## src/rtl/rvga_icache.sv

```systemverilog
`default_nettype none
// ============================================================================
//  Module   : rvga_icache
//  Purpose  : Direct-mapped, read-only instruction cache. It serves one CPU
//             fetch at a time. On a miss it refills the whole indexed line
//             from instruction memory, always starting at word 0.
//  Ports    : clk, rst               - clock and synchronous active-high reset
//             cpu_addr/cpu_read      - fetch request (held until cpu_resp)
//             cpu_rdata/cpu_resp     - fetched word plus a one-cycle completion pulse
//             icache_iddr_addr/read  - refill request (held until a response)
//             iddr_icache_rdata/resp - refill data plus a one-cycle word completion
//  Revision : 1.0 - initial release
// ============================================================================
module rvga_icache #(
    parameter int NUM_LINES      = 16,
    parameter int WORDS_PER_LINE = 4
) (
    input  logic        clk,
    input  logic        rst,
    input  logic [31:0] cpu_addr,
    input  logic        cpu_read,
    output logic [31:0] cpu_rdata,
    output logic        cpu_resp,
    output logic [31:0] icache_iddr_addr,
    output logic        icache_iddr_read,
    input  logic [31:0] iddr_icache_rdata,
    input  logic        iddr_icache_resp
);

    // Address split: [1:0] byte | [c_W+1:2] word | index | tag
    localparam int c_W     = $clog2(WORDS_PER_LINE);
    localparam int c_I     = $clog2(NUM_LINES);
    localparam int c_T     = 32 - c_W - c_I - 2;
    localparam int c_DEPTH = NUM_LINES * WORDS_PER_LINE;
    localparam logic [c_W-1:0] c_LAST = c_W'(WORDS_PER_LINE - 1);

    typedef enum logic [1:0] {
        S_IDLE = 2'd0,
        S_FILL = 2'd1,
        S_RESP = 2'd2
    } state_t;

    state_t              r_state;
    logic [NUM_LINES-1:0] r_valid;
    logic [c_T-1:0]      r_tag  [NUM_LINES];
    logic [31:0]         r_data [c_DEPTH];
    logic [c_W-1:0]      r_cnt;

    // Captured request, so the refill does not depend on cpu_addr staying put
    logic [c_T-1:0]      r_req_tag;
    logic [c_I-1:0]      r_req_idx;
    logic [c_W-1:0]      r_req_word;

    logic                r_cpu_resp;
    logic [31:0]         r_cpu_rdata;
    logic                r_iddr_read;
    logic [31:0]         r_iddr_addr;

    logic [c_T-1:0]      w_tag;
    logic [c_I-1:0]      w_idx;
    logic [c_W-1:0]      w_word;
    logic                w_hit;
    logic [31:0]         w_hit_data;
    logic [31:0]         w_req_data;
    logic                w_fill_last;
    logic                w_fill_we;
    logic [c_W-1:0]      w_cnt_next;
    logic                w_unused_byte_bits;

    assign w_tag      = cpu_addr[31 -: c_T];
    assign w_idx      = cpu_addr[c_W+2 +: c_I];
    assign w_word     = cpu_addr[2 +: c_W];
    assign w_hit      = r_valid[w_idx] && (r_tag[w_idx] == w_tag);
    assign w_hit_data = r_data[{w_idx, w_word}];
    assign w_req_data = r_data[{r_req_idx, r_req_word}];

    assign w_fill_last = (r_cnt == c_LAST);
    assign w_cnt_next  = r_cnt + 1'b1;
    // Responses are only accepted while refilling; anything else is dropped
    assign w_fill_we   = (r_state == S_FILL) && iddr_icache_resp && !rst;

    // Byte offset within a word does not affect an instruction fetch
    assign w_unused_byte_bits = ^cpu_addr[1:0];

    // ------------------------------------------------------------------------
    // Data and tag storage: no reset, validity is tracked by r_valid only
    // ------------------------------------------------------------------------
    always_ff @(posedge clk) begin
        if (w_fill_we) begin
            r_data[{r_req_idx, r_cnt}] <= iddr_icache_rdata;
            if (w_fill_last) begin
                r_tag[r_req_idx] <= r_req_tag;
            end
        end
    end

    // ------------------------------------------------------------------------
    // Control FSM with registered outputs
    // ------------------------------------------------------------------------
    always_ff @(posedge clk) begin
        if (rst) begin
            r_state     <= S_IDLE;
            r_valid     <= '0;
            r_cnt       <= '0;
            r_req_tag   <= '0;
            r_req_idx   <= '0;
            r_req_word  <= '0;
            r_cpu_resp  <= 1'b0;
            r_cpu_rdata <= '0;
            r_iddr_read <= 1'b0;
            r_iddr_addr <= '0;
        end else begin
            case (r_state)
                S_IDLE: begin
                    if (cpu_read) begin
                        r_req_tag  <= w_tag;
                        r_req_idx  <= w_idx;
                        r_req_word <= w_word;
                        if (w_hit) begin
                            r_state     <= S_RESP;
                            r_cpu_resp  <= 1'b1;
                            r_cpu_rdata <= w_hit_data;
                        end else begin
                            // The line is invalidated first so that a refill
                            // cut short never leaves a half-written valid line.
                            r_state        <= S_FILL;
                            r_cnt          <= '0;
                            r_valid[w_idx] <= 1'b0;
                            r_iddr_read    <= 1'b1;
                            r_iddr_addr    <= {w_tag, w_idx, {c_W{1'b0}}, 2'b00};
                        end
                    end
                end

                S_FILL: begin
                    if (iddr_icache_resp) begin
                        if (w_fill_last) begin
                            r_state            <= S_RESP;
                            r_valid[r_req_idx] <= 1'b1;
                            r_cnt              <= '0;
                            r_iddr_read        <= 1'b0;
                            r_iddr_addr        <= '0;
                            r_cpu_resp         <= 1'b1;
                            // The requested word may be arriving on this very
                            // edge, in which case the array is not yet written.
                            r_cpu_rdata        <= (r_req_word == c_LAST) ?
                                                  iddr_icache_rdata : w_req_data;
                        end else begin
                            r_cnt       <= w_cnt_next;
                            r_iddr_addr <= {r_req_tag, r_req_idx, w_cnt_next, 2'b00};
                        end
                    end
                end

                S_RESP: begin
                    // cpu_read is still high here and is deliberately ignored
                    r_state     <= S_IDLE;
                    r_cpu_resp  <= 1'b0;
                    r_cpu_rdata <= '0;
                end

                default: begin
                    r_state     <= S_IDLE;
                    r_cpu_resp  <= 1'b0;
                    r_cpu_rdata <= '0;
                    r_iddr_read <= 1'b0;
                    r_iddr_addr <= '0;
                end
            endcase
        end
    end

    assign cpu_resp         = r_cpu_resp;
    assign cpu_rdata        = r_cpu_rdata;
    assign icache_iddr_read = r_iddr_read;
    assign icache_iddr_addr = r_iddr_addr;

endmodule
`default_nettype wire

```

## config.mk

```make
export PLATFORM = sky130hd
export DESIGN_NAME = rvga_icache
export DESIGN_NICKNAME = d
export VERILOG_FILES = /design/src/rtl/rvga_icache.sv
export SDC_FILE = /design/constraint.sdc
export NUM_CORES = 2
export LEC_CHECK = 0
export BUFFER_PORTS_ARGS = -buffer_cell sky130_fd_sc_hd__buf_4
export CAP_MARGIN = 10
export CORE_ASPECT_RATIO = 1.4
export CORE_MARGIN = 4
export CORE_UTILIZATION = 38
export DETAILED_ROUTE_END_ITERATION = 6
export SKIP_LAST_GASP = 1
export SYNTH_ARGS = -nofsm -noshare
export SYNTH_HDL_FRONTEND = slang
export SYNTH_SLANG_ARGS = --single-unit
```

## constraint.sdc

```tcl
create_clock -name clk -period 4.1 [get_ports clk]
set_clock_uncertainty 0.15 [all_clocks]
set_input_delay 0.82 -clock clk [delete_from_list [all_inputs] [get_ports clk]]
set_output_delay 0.82 -clock clk [all_outputs]
set_load 0.05 [all_outputs]
```

; ---- Yosys cells after proc, flatten, opt, wreduce, memory -nomap -nowiden
; Memories as Yosys holds them, arrays and structs flattened. A register that Yosys moved wholly into a read port is not among the register bits.
; Cells that the tools add are included.
[totals]
wordCells = 95
out_inout_bits = 66
n_memories = 2
reg_bits = 116
ramBits = 2432
[mem_list]
columns = memory, depth, width, rd, rd_clocked_by_memory_dff, write_ports, line
row1 = r_data, 64, 32, 2, 1, 1, 46  ; logic [31:0] r_data [c_DEPTH];
row2 = r_tag, 16, 24, 1, 0, 1, 45  ; logic [c_T-1:0] r_tag [NUM_LINES];
[op_classes]
n_reduce_logical = 15
n_eq_ne = 10
addsub = 1
n_bitwise = 4
magnitude_cmp = 4
n_mux = 49
[ops]
columns = cell, count
row1 = $mux 32, 9
row2 = $pmux 32 s3, 1
row3 = $mux 16, 4
row4 = $pmux 32 s2, 1
row5 = $pmux 16 s2, 1
row6 = $eq 24x24->1, 1
row7 = $and 16x16->16, 1
row8 = $mux 1, 16
row9 = $mux 2, 8
row10 = $not 16->16, 1
row11 = $or 16x16->16, 1
row12 = $mux 6, 2
row13 = $reduce_and 4->1, 3
row14 = $lt 4x5->1 const B, 2
row15 = $ne 2x2->1 const B, 5
row16 = $reduce_and 5->1, 2
row17 = $demux 1 s4, 2
row18 = $ge 4x1->1 const B, 2
row19 = $pmux 2 s2, 2
row20 = $eq 2x2->1 const B, 3
row21 = $logic_and 1x1->1, 5
row22 = $bmux 1 s4, 1
row23 = $pmux 1 s3, 1
row24 = $reduce_and 3->1, 1
row25 = other kinds (8), 8

; ---- Logic depth before layout (Yosys ltp)
[logic_depth]
word_depth = 9
ltp_mapped = 16
ltp_nobuf = 9

; ---- Worst setup path after synthesis
; No wires, ideal clock.
[synth_timing]
kind = input to register
start = in rst
end = mem r_data[46][0], enable pin
path_slack_ns = 0.150
n_path_buf = 2
t_arrival_ns = 3.379
required_time_ns = 3.529
path_stages = 6
setup_time_ns = 0.421
cell_sequence = clkbuf_1 -> or2_2 -> clkbuf_1 -> nor3_1 -> nand3_1 -> nor2_1
[synth_via]
elab_chain_len = 4
[synth_rtl]
columns = element, line
row1 = start: declaration, 19  ; input logic rst,
row2 = $logic_not 1->1, 80  ; assign w_fill_we = (r_state == S_FILL) && iddr_icache_resp && !rst;
row3 = $logic_and 1x1->1, 80
row4 = $mux 1, 89  ; if (w_fill_we) begin
row5 = $mux 1 (implied by the code), 90  ; r_data[{r_req_idx, r_cnt}] <= iddr_icache_rdata;
row6 = end: declaration, 46
; Every way passes these cells.

==> flow_summary.toml <==
[floorplanning]
ios = 134
core-area_sq_um = 302300
die_h_um = 659.9
initial_core_util_pct = 38.15
dieWidth_um = 473.6
rows = 239
dieArea_sq_um = 312500

[cells_and_area]
seq_area_sq_um = 75450
layout.nets = 6257
finish.utilization_pct = 44.17
fillers = 25660
area_growth_pct = 15.79
multi_input_area_sq_um = 38360
fin_area_sq_um = 133500
instances_no_fill = 10350
drive_gt1_share_pct = 39.29

[route]
routedWlPerCell_um = 40.12
ant_nets = 0
vias = 67260
routed-wl-met2_mm = 201.7
drt_iter0_markers = 8984
drc = 0
top_layer = "met5"
dr.pass1.iters = 6
drt-vias-per-instance = 6.497
wl_met1_mm = 142.7
routed_wl_mm = 415.3
wl_met3_mm = 39.15

[sta]
final_max_slew_viol_count = 0
finalCritPeriodShare_pct = 97.92
rsz0062_at_grt = "no"
timing.fmax_ghz = 0.2491
hold_viol = 0
slew_headroom_pct = 7.039
setup_slack_ns = 0.08532
fin_tns_setup_ns = 0
worst_pin_slew_ns = 1.391
finalCriticalPeriod_ns = 4.015
setup_viol_count_final = 0
hold_ws_ns = 0.06058

[clocking]
clockBufferDepth = 4
clock_latency_ns = 0.93
numCtsBuffers = 236
cts.clk_slew.worst_paths_ns = 0.07
h-tree-depth = 4
cts_sinks = 2552
cts_root_buf = "clkbuf_16"
cts_tree = "built"
postCtsSetupBuffers = 0

[setup_path]
slowest_delay_ns = 1.02
cpLargestDelayFamily = "multiplexers"
cp_max_fo = 15
worstSetupPathType = "reg2reg"
crit_arrival_ns = 4.63
cp_num_buf_inv = 1
cp_common_cell = "mux4_2"
path_cells = "buf_12 -> mux4_2 -> mux4_2 -> mux4_2 -> a221oi_1 -> a311oi_2"
rrSetupSlack_ns = 0.09
cp-start-kind = "register"
worst_setup_path_end_kind = "register"
crit_required_ns = 4.72
cpMaxStageDelayCell = "a221oi_1"

[placement]
place_congestion = 0.9122
place_inst = 9918
dpl_worst_slack_ns = -0.4219
io_buffers = 129
placed_area_sq_um = 125900
dpl.hpwl_mm = 256.6

[worst_hold_path]
hold_path_class = "in2reg"

[global_route]
overflow = 0
grt_pass1_vias = 68840
antenna_found_initial = 23
track_usage_pct = 26.23
grt_first_pass_wirelength_mm = 566.5
grt_max_degree = 66

[synthesis]
synth.largest_area_cell = "edfxtp_1"
synth-main-ff-cell = "edfxtp_1"
post_synth.cell_area_avg_sq_um = 20.48
synth_top_area_share_pct = 63.32
yosysSeqAreaShare_pct = 65.40
netlist_area_sq_um = 115300
yosys_warnings = 0
ys_types = 86
synth_cells = 5631
ys_ff_latch = 2552
ys_top_cells_by_area = "edfxtp_1 (63%), mux4_2 (24%), mux2i_1 (2.3%)"
synth_edf_count = 2432
synthArstFlopShare_pct = 0

[power_and_ir_drop]
leakage_nw = 41.21
power_density_nw_per_um2 = 428.4
power_mw = 57.21
ir_drop_mv = 0.4191

[run_status]
status = "finished, final reports clean"

[flow_run]
maxCapViolCount = 0
worst reg2reg max path, cell delays in order, from the launching register on:
cell	delay (ns)
dfxtp_4	0.68
buf_12	0.29
mux4_2	0.54
mux4_2	0.49
mux4_2	0.49
a221oi_1	1.02
a311oi_2	0.20
Yosys cell counts, drive strengths merged, types with 8 or more instances:
library cell / instances
a211oi: 45
a21oi: 139
a221oi: 19
a22o: 19
a22oi: 94
a311oi: 22
a31oi: 11
a32oi: 8
and2: 10
and3: 8
buf: 250
clkbuf: 189
dfxtp: 120
edfxtp: 2432
inv: 16
mux2: 27
mux2i: 267
mux4: 1249
nand2: 195
nand2b: 18
nand3: 34
nand4: 10
nor2: 141
nor2b: 17
nor3: 39
o211ai: 34
o21ai: 44
o22ai: 39
o31ai: 11
or3: 8
xnor2: 13
final timing paths:
path | startpoint | end | cells past startpoint
hold / removal | cpu_addr[23] | r_req_tag[15]$_SDFFE_PP0P_ | 3
setup reg to reg | register | cpu_rdata[25]$_SDFFE_PP0P_ | 6
hold reg to reg | cpu_rdata[28]$_SDFFE_PP0P_ | cpu_rdata[28]$_SDFFE_PP0P_ | 2
setup / recovery | register | cpu_rdata[25]$_SDFFE_PP0P_ | 6
logic make-up (layout without fill, tap and decap cells):
logic type	Yosys count	count (layout)	share of synthesized area [%]
AO/OA/AOI/OAI	558	558	3.572
XOR/XNOR	20	20	0.1519
adder cells (fa/ha/maj)	1	1	0.01085
buffers and inverters	457	1196	1.919
flip-flops	2552	2552	65.40
multiplexers	1543	1543	26.98
other	1	8	0.003251
AND/OR/NAND/NOR	499	499	1.955
report_power, final:
| part | internal, mW | switching [mW] |
|---|---|---|
| combinational | 2.52 | 3.54 |
| sequential | 28.7 | 0.275 |
| clock | 12.3 | 9.88 |
| total | 43.5 | 13.7 |
area by class of cell:
class	count	share of cell area [%]
Clock buffer	300	4.764
Timing Repair Buffer	757	5.354
Antenna cell	6	0.01124
Sequential cell	2552	56.50
Multi-Input combinational cell	2623	28.72
Tap cell	3976	3.725
Inverter	18	0.05340
Clock inverter	121	0.8694
placed cells by master, fill, tap and decap left out, types with 9 or more instances in the layout:
cell type  instances
a21oi_1          129
nand3_1           34
inv_1             14
o21ai_0           43
clkbuf_8          11
nor2b_1           16
clkbuf_16        241
a211oi_2          20
nor3_1            38
clkinv_2          39
a31oi_1           10
o31ai_1           10
edfxtp_1        2432
buf_12           113
a21oi_2           10
and2_1            10
o22ai_1           39
clkinv_1          50
nand2_1          195
nand4_1            9
a311oi_1          13
mux2i_1          267
nor2_1            50
a311oi_2           9
dfxtp_1          114
a22o_1            19
nand2b_1          18
o211ai_1          34
buf_4            631
mux4_2          1245
mux2_2            27
a211oi_1          25
bufinv_16         23
a22oi_1           94
nor2_4            84
xnor2_1           13
clkbuf_1          48
a221oi_1          18
what timing repair did:
item                                    in CTS  in global routing
hold buffers                                 8                  0
resized for setup                            0                  1
endpoints found under the setup margin       0                  1
hold endpoints to repair                     8                  0
layer usage:
| metal | global-route usage, % | up-vias |
|---|---|---|
| li1 | - | 25580 |
| met1 | 31.57 | 36310 |
| met2 | 43.26 | 4154 |
| met3 | 5.506 | 1197 |
| met4 | 16.34 | 22 |
| met5 | 0 | - |
state kept, by name (all words and copies together) (netlist names), named ones only:
signal / cells
icache_iddr_addr: 30
r_valid: 16
cpu_rdata: 32
r_req_word: 2
r_data: 2048
icache_iddr_read: 1
r_tag: 384
r_req_idx: 4
r_state: 2
r_cnt: 2
r_req_tag: 24
cpu_resp: 1
(Power assumes the default switching activity.)
